[src/rtl/noc_outport_ctrl.sv]
// Output-port controller for the 5-port mesh router: round-robin arbitration with
// wormhole lock, downstream credit tracking, crossbar select and input-buffer pops.
module noc_outport_ctrl #(
   parameter int N_IN      = 5,
   parameter int PKT_FLITS = 5,
   parameter int CREDITS   = 4,
   parameter int CW        = $clog2(CREDITS+1)
) (
   input  logic            clk,
   input  logic            rst,
   input  logic [N_IN-1:0] req_i,
   input  logic [N_IN-1:0] flit_valid_i,
   input  logic            credit_ret_i,
   output logic [N_IN-1:0] grant_o,
   output logic [2:0]      sel_o,
   output logic [N_IN-1:0] pop_o,
   output logic            out_valid_o,
   output logic            busy_o,
   output logic [CW-1:0]   credits_o,
   output logic            credit_err_o
);

   typedef enum logic {IDLE, XFER} state_t;

   localparam logic [N_IN-1:0] ONE_HOT0 = {{(N_IN-1){1'b0}}, 1'b1};
   localparam logic [CW-1:0]   CRED_MAX = CW'(CREDITS);
   localparam logic [CW-1:0]   CRED_ONE = CW'(1);
   localparam logic [3:0]      LAST_CNT = 4'(PKT_FLITS-1);
   localparam logic [2:0]      LAST_IDX = 3'(N_IN-1);

   state_t          state_q;
   logic [N_IN-1:0] grant_q;
   logic [2:0]      sel_q;
   logic [2:0]      rr_q;
   logic [3:0]      cnt_q;
   logic [CW-1:0]   credits_q;
   logic            err_q;

   logic            any_req;
   logic [2:0]      pick;
   logic [3:0]      scan_idx;
   logic            transfer;
   logic            tail;

   // First requester at or above the rr pointer, wrapping past N_IN-1 back to 0.
   always_comb begin
      any_req  = 1'b0;
      pick     = 3'd0;
      scan_idx = 4'd0;
      for (int k = 0; k < N_IN; k++) begin
         scan_idx = {1'b0, rr_q} + 4'(k);
         if (scan_idx >= 4'(N_IN)) scan_idx = scan_idx - 4'(N_IN);
         if (!any_req && |(req_i & (ONE_HOT0 << scan_idx))) begin
            any_req = 1'b1;
            pick    = scan_idx[2:0];
         end
      end
   end

   // A flit moves when the granted buffer has one (valid) and downstream has space
   // (ready = credit available); pop_o and out_valid_o both fire in that same cycle.
   assign transfer = (state_q == XFER) && !rst && |(flit_valid_i & grant_q)
                     && (credits_q != '0);
   assign tail     = transfer && (cnt_q == LAST_CNT);

   always_comb begin
      pop_o = '0;
      if (transfer) pop_o = grant_q;
   end

   assign out_valid_o  = transfer;
   assign grant_o      = grant_q;
   assign sel_o        = sel_q;
   assign busy_o       = (state_q == XFER);
   assign credits_o    = credits_q;
   assign credit_err_o = err_q;

   always_ff @(posedge clk) begin
      if (rst) begin
         state_q <= IDLE;
         grant_q <= '0;
         sel_q   <= 3'b111;
         rr_q    <= 3'd0;
         cnt_q   <= 4'd0;
      end else begin
         case (state_q)
            IDLE: begin
               if (any_req) begin
                  state_q <= XFER;
                  grant_q <= ONE_HOT0 << pick;
                  sel_q   <= pick;
                  cnt_q   <= 4'd0;
               end
            end
            XFER: begin
               if (tail) begin
                  state_q <= IDLE;
                  grant_q <= '0;
                  sel_q   <= 3'b111;
                  rr_q    <= (sel_q == LAST_IDX) ? 3'd0 : sel_q + 3'd1;
                  cnt_q   <= 4'd0;
               end else if (transfer) begin
                  cnt_q <= cnt_q + 4'd1;
               end
            end
            default: state_q <= IDLE;
         endcase
      end
   end

   // A simultaneous return and transfer cancel out; a return into a full counter is an error.
   always_ff @(posedge clk) begin
      if (rst) begin
         credits_q <= CRED_MAX;
         err_q     <= 1'b0;
      end else if (transfer && !credit_ret_i) begin
         credits_q <= credits_q - CRED_ONE;
      end else if (!transfer && credit_ret_i) begin
         if (credits_q == CRED_MAX) err_q <= 1'b1;
         else                       credits_q <= credits_q + CRED_ONE;
      end
   end

endmodule
[config.mk]
export PLATFORM = sky130hd
export DESIGN_NAME = noc_outport_ctrl
export DESIGN_NICKNAME = d
export VERILOG_FILES = /design/src/rtl/noc_outport_ctrl.sv
export SDC_FILE = /design/constraint.sdc
export NUM_CORES = 1
export LEC_CHECK = 0
export ABC_AREA = 1
export ABC_CLOCK_PERIOD_IN_PS = 3300
export CORE_AREA = 2 2 86 88
export DETAILED_ROUTE_END_ITERATION = 10
export DIE_AREA = 0 0 88 90
export PLACE_DENSITY_LB_ADDON = 0.3
export SLEW_MARGIN = 20
export SYNTH_ARGS = -nofsm -noshare
export SYNTH_HDL_FRONTEND = slang
export SYNTH_SLANG_ARGS = --single-unit
[constraint.sdc]
create_clock -name clk -period 3.3 [get_ports clk]
set_clock_uncertainty 0.15 [all_clocks]
set_input_delay 0.66 -clock clk [delete_from_list [all_inputs] [get_ports clk]]
set_output_delay 0.66 -clock clk [all_outputs]
set_load 0.02 [all_outputs]
==> results.py, run 1 <==
metrics = {
    "outcome": {
        "status": "completed",
    },
    "cts": {
        "htreeDepth": 1,
        "clkSinkCount": 20,
        "clock_path_buffers": 2,
        "cts_tree": "done",
        "clkSlewWorstSetupHoldPaths_ps": 70,
        "post_cts_buffers": 0,
        "clkLatencyLatePin_ps": 250,
        "numCtsBuffers": 3,
        "root_buffer": "clkbuf_8",
    },
    "routing": {
        "antenna_left": 0,
        "first_pass_iters": 4,
        "viasPerCell": 4.61,
        "drt_iter0_drc": 191,
        "post_drt_wl_per_cell_um": 11.7,
        "vias": 2236,
        "drc_errors": 0,
        "wirelength_mm": 5.67,
    },
    "final_layout": {
        "register_area_um2": 400,
        "num_antenna_cells": 0,
        "fillers": 757,
        "drive_gt1_share_pct": 12.4,
        "final_core_util_pct": 38.0,
        "design_area_um2": 2670,
        "multi_input_area_um2": 1450,
        "layout.nets": 421,
        "final_cells": 485,
        "area_growth_pct": 29.5,
    },
    "logic_synthesis": {
        "synthDistinctLibCells": 33,
        "yosys-top-cells-count": "98 x nand2_1, 53 x inv_1, 38 x nand3_1, 23 x nor2_1",
        "synthTopCellsByArea": "dfxtp_1 19%, nand2_1 18%, ha_1 11%, inv_1 9.7%, nand3_1 9.2%",
        "synth_seq_cells": 20,
        "async_reset_ff_share_pct": 0,
        "syn-num-nets": 372,
        "yosys_warnings": 0,
        "synth.avg_cell_area_um2": 6.08,
        "synth_top_area_share_pct": 19.4,
        "mappedNetlistArea_um2": 2060,
        "synth_top_area_cell": "dfxtp_1",
        "synth_edf_count": 0,
        "ys_seq_area_share_pct": 19.4,
        "yosysMostFrequentCell": "nand2_1",
        "netlist_instances": 339,
        "synth_ff_type": "dfxtp_1",
    },
    "placement": {
        "post-place-ws_ps": -31.0,
        "placed_cell_area_um2": 2590,
        "portBuffers": 31,
        "gp_congestion": 0.903,
        "dp_hpwl_mm": 4.63,
        "dp.cells": 482,
    },
    "timing": {
        "hold_ws_ps": 308,
        "rsz0062_at_grt": "no",
        "post-route-min-period_ps": 3190,
        "setup_tns_ps": 0,
        "worst_slack_ps": 114,
        "max_freq_ghz": 0.314,
        "setup_violations": 0,
        "final_hold_viol_count": 0,
        "maxSlewHeadroom_pct": 64.8,
        "worstMarginPinSlew_ps": 522,
        "slew_viol_final": 0,
        "min_period_over_period_pct": 96.5,
    },
    "critical_path": {
        "r2r_end": "grant_o[0]$_SDFFE_PP0P_",
        "crit_path_cell_trace": "clkdlybuf4s50_1 -> a22o_1 -> a221oi_1 -> nand2_1 -> nand2_2 -> nor2_1 -> clkdlybuf4s50_1",
        "start_kind": "input port",
        "crit_arrival_ps": 2380,
        "crit_start": "flit_valid_i[0]",
        "r2r_slack_ps": 280,
        "r2r-start": "rr_q[1]$_SDFFE_PP0P_",
        "reg2reg_depth": 20,
        "max_stage_delay_ps": 530,
        "path_class": "in2out",
        "critPathMaxFanout": 7,
        "cp-end-kind": "output port",
        "endpoint": "pop_o[2]",
        "critPathRequiredTime_ps": 2490,
        "slowest_stage": "clkdlybuf4s50_1",
        "cpMostUsedCell": "clkdlybuf4s50_1",
    },
    "die": {
        "ios": 32,
        "start_util_pct": 29.3,
        "core_um2": 7020,
        "die_x_um": 88,
        "die_h_um": 90,
        "rows": 31,
        "die-area_um2": 7920,
    },
    "pwr": {
        "powerDensity_nw_per_um2": 216,
        "cellLeakagePower_nw": 1.23,
        "ir_drop_mv": 0.154,
        "total_power_mw": 0.577,
    },
    "grt": {
        "busiest_layer": "met2",
        "overflow": 0,
        "track_usage_pct": 15.0,
        "first_global_vias": 2198,
        "use_met3_pct": 2.30,
        "use_met2_pct": 25.6,
        "antenna_found_initial": 0,
        "met1_usage_pct": 19.7,
        "grt_pass1_wl_mm": 9.87,
        "grt_max_degree": 15,
    },
    "flow_run": {
        "drv_cap": 0,
    },
    "hold_path": {
        "hold_class": "reg2reg",
    },
}
==> timing repair <==
| action | in CTS | in global routing |
|---|---|---|
| gates resized for setup | 1 | 11 |
| endpoints found under the setup margin | 1 | 12 |
| hold buffers | 0 | 0 |
| gates cloned | 0 | 0 |
| pin swaps | 0 | 2 |
==> cells by family after synthesis <==
| logic type | synth area share, % |
|---|---|
| XOR/XNOR | 3.34 |
| AO/OA/AOI/OAI | 13.7 |
| AND/OR/NAND/NOR | 38.9 |
| adder cells (fa/ha/maj) | 12.9 |
| buffers and inverters | 11.7 |
| flip-flops | 19.4 |
==> state kept, by name (all words and copies together), names as in the netlist <==
signal and flops:
grant_o 5, rr_q 3, sel_o 3, cnt_q 4
busy_o 1, credit_err_o 1, credits_o 3
==> critical path: cells and delay by family <==
family	cells	cell delay, ps
AO/OA/AOI/OAI	2	470
buffers and inverters	2	930
AND/OR/NAND/NOR	3	300
==> worst min-delay path by stage <==
stage                                    from                         to  slack, ps  depth (start not counted)
CTS                 credit_err_o$_SDFFE_PP0P_  credit_err_o$_SDFFE_PP0P_        310                          2
detailed placement  credit_err_o$_SDFFE_PP0P_  credit_err_o$_SDFFE_PP0P_        300                          2
global placement    credit_err_o$_SDFFE_PP0P_  credit_err_o$_SDFFE_PP0P_        300                          2
finish              credit_err_o$_SDFFE_PP0P_  credit_err_o$_SDFFE_PP0P_        310                          2
global route        credit_err_o$_SDFFE_PP0P_  credit_err_o$_SDFFE_PP0P_        340                          2
floorplan               cnt_q[2]$_SDFFE_PP0P_      cnt_q[2]$_SDFFE_PP0P_        300                          2
==> power by group <==
group	internal, mW	switching, mW
clock	0.0812	0.0776
combinational	0.0656	0.0878
sequential	0.255	0.0107
total	0.401	0.176
==> final cells by class <==
cell class | instances | share of cell area (%)
multi-input combinational | 256 | 54.2
sequential | 20 | 15.0
tap | 99 | 4.64
inverter | 61 | 8.63
timing repair buffer | 46 | 15.9
clock buffer | 3 | 1.55
==> per-layer routing <==
metal  vias to the layer above  routed length (um)
met1                      1003                2630
met4                         0                  65
met2                        46                2720
li1                       1181                   -
met5                         -                   0
met3                         6                 253
==> placed cells by master, fill, tap and decap left out, types with 2 or more instances in the layout <==
cell type,n
a21oi_1,20
a21oi_2,2
a221oi_1,2
buf_4,15
clkbuf_8,3
clkdlybuf4s50_1,30
dfxtp_1,20
fa_1,2
ha_1,17
inv_1,53
inv_2,7
nand2_1,96
nand2_2,7
nand2_4,2
nand3_1,36
nand3_2,5
nand4_1,7
nor2_1,22
nor3_1,2
o211ai_1,2
o21ai_0,9
o21ai_1,6
xor2_1,6
Power figures use the tool's default switching activity.
==> run 2: changes to the inputs <==
--- a/config.mk
+++ b/config.mk
@@ -7,9 +7,11 @@
 export LEC_CHECK = 0
 export ABC_AREA = 1
 export ABC_CLOCK_PERIOD_IN_PS = 3300
-export CORE_AREA = 2 2 86 88
+export CORE_AREA = 2 2 74 104
 export DETAILED_ROUTE_END_ITERATION = 10
-export DIE_AREA = 0 0 88 90
+export DIE_AREA = 0 0 76 106
+export GPL_ROUTABILITY_DRIVEN = 0
+export GPL_TIMING_DRIVEN = 0
 export PLACE_DENSITY_LB_ADDON = 0.3
 export SLEW_MARGIN = 20
 export SYNTH_ARGS = -nofsm -noshare
==> results.py, run 2 (synthesis results as in run 1) <==
metrics = {
    "final_layout": {
        "final_cell_mix": "95 x nand2_1, 51 x inv_1, 38 x nand3_1",
        "register_area_um2": 409,
        "final_core_util_pct": 37.3,
        "multi_input_area_um2": 1460,
        "fillers": 787,
        "num_antenna_cells": 0,
        "final_cells": 481,
        "area_growth_pct": 29.9,
        "drive_gt1_share_pct": 13.3,
        "design_area_um2": 2680,
        "final_common_cell": "nand2_1",
        "layout.nets": 418,
        "largest_register_ff_count": 5,
    },
    "grt": {
        "first_global_vias": 2133,
        "track_usage_pct": 14.4,
        "antenna_found_initial": 0,
        "overflow": 0,
        "grt_pass1_wl_mm": 9.63,
        "grt_max_degree": 12,
    },
    "routing": {
        "drt_iter0_drc": 86,
        "wirelength_mm": 5.60,
        "vias": 2185,
        "first_pass_iters": 4,
        "viasPerCell": 4.54,
        "antenna_left": 0,
        "post_drt_wl_per_cell_um": 11.7,
        "drc_errors": 0,
    },
    "die": {
        "die_x_um": 76,
        "start_util_pct": 28.7,
        "die-area_um2": 8060,
        "ios": 32,
        "core_um2": 7180,
        "die_h_um": 106,
        "rows": 37,
    },
    "placement": {
        "post-place-ws_ps": -287,
        "placed_cell_area_um2": 2490,
        "dp.cells": 467,
        "dp_hpwl_mm": 4.47,
        "portBuffers": 31,
    },
    "outcome": {
        "status": "completed",
    },
    "cts": {
        "cts_tree": "done",
        "htreeDepth": 1,
        "clkSlewWorstSetupHoldPaths_ps": 70,
        "root_buffer": "clkbuf_8",
        "clock_path_buffers": 2,
        "clkLatencyLatePin_ps": 260,
        "numCtsBuffers": 3,
        "clkSinkCount": 20,
    },
    "timing": {
        "worstMarginPinSlew_ps": 496,
        "slew_viol_final": 0,
        "min_period_over_period_pct": 97.4,
        "maxSlewHeadroom_pct": 66.9,
        "worst_slack_ps": 87.1,
        "max_freq_ghz": 0.311,
        "rsz0062_at_grt": "yes",
        "setup_violations": 0,
        "post-route-min-period_ps": 3210,
        "hold_ws_ps": 308,
        "final_hold_viol_count": 0,
    },
    "critical_path": {
        "r2r_slack_ps": 250,
        "path_class": "in2out",
        "cp-end-kind": "output port",
        "critPathMaxFanout": 9,
        "crit_arrival_ps": 2400,
        "start_kind": "input port",
        "critPathRequiredTime_ps": 2490,
    },
    "hold_path": {
        "hold_class": "reg2reg",
    },
    "flow_run": {
        "drv_cap": 0,
    },
    "pwr": {
        "cellLeakagePower_nw": 1.21,
        "powerDensity_nw_per_um2": 225,
        "ir_drop_mv": 0.174,
    },
}
run 2: path summary, 6_finish.rpt:
| check | start | to | cells after the start |
|---|---|---|---|
| max | flit_valid_i[0] | pop_o[0] | 7 |
| min | credit_err_o$_SDFFE_PP0P_ | credit_err_o$_SDFFE_PP0P_ | 2 |
| max reg2reg | rr_q[0]$_SDFFE_PP0P_ | grant_o[0]$_SDFFE_PP0P_ | 19 |
| min reg2reg | credit_err_o$_SDFFE_PP0P_ | credit_err_o$_SDFFE_PP0P_ | 2 |
run 2: critical path, stage by stage:
cell and delay (ps):
clkdlybuf4s50_1 400, a22o_1 230, a221oi_2 230, nand2_1 140, nand2_4 140, nor2_1 60
clkdlybuf4s50_1 540
run 2: repair_timing:
item / in CTS / in global routing
resized for setup: 6 / 15
pin swaps: 0 / 3
hold buffers: 0 / 0
setup endpoints to repair: 18 / 18
setup buffers: 0 / 10
gates cloned: 0 / 0
run 2: final cells by class:
type / instances / area share [%]
plain buffers: 2 / 0.421
clock buffers: 4 / 2.06
inverters: 61 / 8.84
multi-input cells: 256 / 54.5
flip-flops and latches: 20 / 15.3
well taps: 97 / 4.54
repair buffers: 41 / 14.4
run 2: layer usage:
layer,GRT usage [%],wire length [um],vias up
met4,5.06,115,0
met3,1.27,134,9
met5,0,0,-
li1,-,-,1178
met1,16.2,2530,965
met2,28.1,2830,33
run 2: stage by stage:
step	power, mW	setup TNS, ps
final	0.603	0
after global routing	0.644	-197
after detailed placement	0.420	-2380
after CTS	0.607	0
after global placement	0.420	-1680
after floorplan	0.356	0
run 2: report_power, final:
part           internal, mW  switching, mW  total, mW
Sequential            0.253         0.0104      0.263
Clock                 0.106         0.0810      0.187
Combinational        0.0638         0.0882      0.152
==> run 3: changes to the inputs <==
--- a/config.mk
+++ b/config.mk
@@ -12,7 +12,7 @@
 export DIE_AREA = 0 0 76 106
 export GPL_ROUTABILITY_DRIVEN = 0
 export GPL_TIMING_DRIVEN = 0
-export PLACE_DENSITY_LB_ADDON = 0.3
+export PLACE_DENSITY = 0.5
 export SLEW_MARGIN = 20
 export SYNTH_ARGS = -nofsm -noshare
 export SYNTH_HDL_FRONTEND = slang
==> results.py, run 3 (synthesis results as in run 1) <==
metrics = {
    "final_layout": {
        "design_area_um2": 2670,
        "final_cells": 476,
        "num_antenna_cells": 0,
        "final_cell_mix": "96 x nand2_1, 52 x inv_1, 37 x nand3_1",
        "area_growth_pct": 29.6,
        "largest_register_ff_count": 5,
        "drive_gt1_share_pct": 12.1,
        "layout.nets": 414,
        "final_common_cell": "nand2_1",
    },
    "cts": {
        "clkSinkCount": 20,
        "clkSlewWorstSetupHoldPaths_ps": 70,
        "postCtsHoldBufs": 0,
        "htreeDepth": 1,
        "numCtsBuffers": 3,
        "root_buffer": "clkbuf_8",
        "clock_path_buffers": 2,
        "clkLatencyLatePin_ps": 250,
        "cts_tree": "done",
    },
    "grt": {
        "grt_max_degree": 12,
        "overflow": 0,
        "first_global_vias": 2220,
        "antenna_found_initial": 0,
        "track_usage_pct": 15.1,
        "grt_pass1_wl_mm": 9.92,
    },
    "timing": {
        "worstMarginPinSlew_ps": 518,
        "setup_violations": 0,
        "maxSlewHeadroom_pct": 65.4,
        "post-route-min-period_ps": 3090,
        "final_hold_viol_count": 0,
        "slew_viol_final": 0,
        "rsz0062_at_grt": "yes",
        "hold_ws_ps": 305,
        "min_period_over_period_pct": 93.7,
        "max_freq_ghz": 0.323,
    },
    "critical_path": {
        "start_kind": "flip-flop",
        "critPathMaxFanout": 8,
        "path_class": "reg2reg",
        "cp-end-kind": "flip-flop",
        "crit_arrival_ps": 3120,
        "critPathRequiredTime_ps": 3330,
    },
    "pwr": {
        "cellLeakagePower_nw": 1.30,
        "total_power_mw": 0.574,
        "ir_drop_mv": 0.233,
        "powerDensity_nw_per_um2": 215,
    },
    "routing": {
        "drt_iter0_drc": 86,
        "post_drt_wl_per_cell_um": 12.6,
        "wirelength_mm": 5.99,
        "drc_errors": 0,
        "viasPerCell": 4.67,
        "first_pass_iters": 4,
        "antenna_left": 0,
        "vias": 2221,
    },
    "die": {
        "ios": 32,
        "start_util_pct": 28.7,
        "die_x_um": 76,
        "die-area_um2": 8060,
        "core_um2": 7180,
        "die_h_um": 106,
        "rows": 37,
    },
    "flow_run": {
        "drv_cap": 0,
    },
    "hold_path": {
        "hold_class": "reg2reg",
    },
    "outcome": {
        "status": "completed",
    },
    "placement": {
        "dp.cells": 467,
        "portBuffers": 31,
        "placed_cell_area_um2": 2490,
        "dp_hpwl_mm": 4.84,
    },
}
[run 3: area by class of cell]
| class | instances | area (um^2) |
|---|---|---|
| Tap cell | 97 | 121 |
| Timing Repair Buffer | 37 | 383 |
| Clock buffer | 3 | 41.3 |
| Fill cell | 812 | 4510 |
| Inverter | 61 | 236 |
| Buffer | 2 | 11.3 |
| Sequential cell | 20 | 407 |
| Multi-Input combinational cell | 256 | 1470 |
[run 3: critical path: stages, from the launching register on]
cell and delay [ps]:
dfxtp_4 430, clkinvlp_4 150, buf_12 150, buf_4 140
ha_1 190, nand2_2 110, nand2_4 80, nand2_1 60
o21ai_0 120, nor3_1 270, nand2_1 80, nand2_1 100
nand2_2 120, nand3_1 150, nor2_1 50, nor2_1 160
nand3_1 210, nor2_1 140, nand2_1 60, a21oi_1 110
[run 3: per-layer routing]
metal	track usage [%]	part of all wire, %	vias to the layer above
li1	-	-	1171
met1	15.7	40	996
met2	29.7	53	38
met3	1.53	2.5	16
met4	7.79	4.4	0
met5	0	0	-
[run 3: worst paths after layout]
kind	startpoint	to	slack [ps]	depth (start not counted)
worst max register to register	rr_q[1]$_SDFFE_PP0P_	grant_o[0]$_SDFFE_PP0P_	210	19
worst min register to register	credit_err_o$_SDFFE_PP0P_	credit_err_o$_SDFFE_PP0P_	300	2
worst max-delay path	rr_q[1]$_SDFFE_PP0P_	grant_o[0]$_SDFFE_PP0P_	210	19
worst min-delay path	credit_err_o$_SDFFE_PP0P_	credit_err_o$_SDFFE_PP0P_	300	2
[run 3: power by group]
group          leakage (nW)  internal, mW  switching (mW)  total (mW)
combinational          1.11        0.0631          0.0903       0.153
clock                0.0216        0.0811          0.0751       0.156
sequential            0.165         0.254          0.0105       0.264
total                  1.30         0.398           0.176       0.574
[run 3: per-stage QoR]
| stage | util (%) | TNS (ps) | worst slack (ps) |
|---|---|---|---|
| after floorplan | - | 0 | 504 |
| after global placement | 34.7 | -1980 | -204 |
| final | 37.2 | 0 | 208 |
| after detailed placement | 34.7 | -2110 | -173 |
| after CTS | 35.4 | 0 | 14.7 |
| after global routing | 37.2 | -99.2 | -41.6 |
[run 3: timing repair]
action / 4_1_cts / 5_1_grt
setup buffers: 0 / 6
endpoints found under the setup margin: 18 / 18
gates resized for setup: 5 / 20
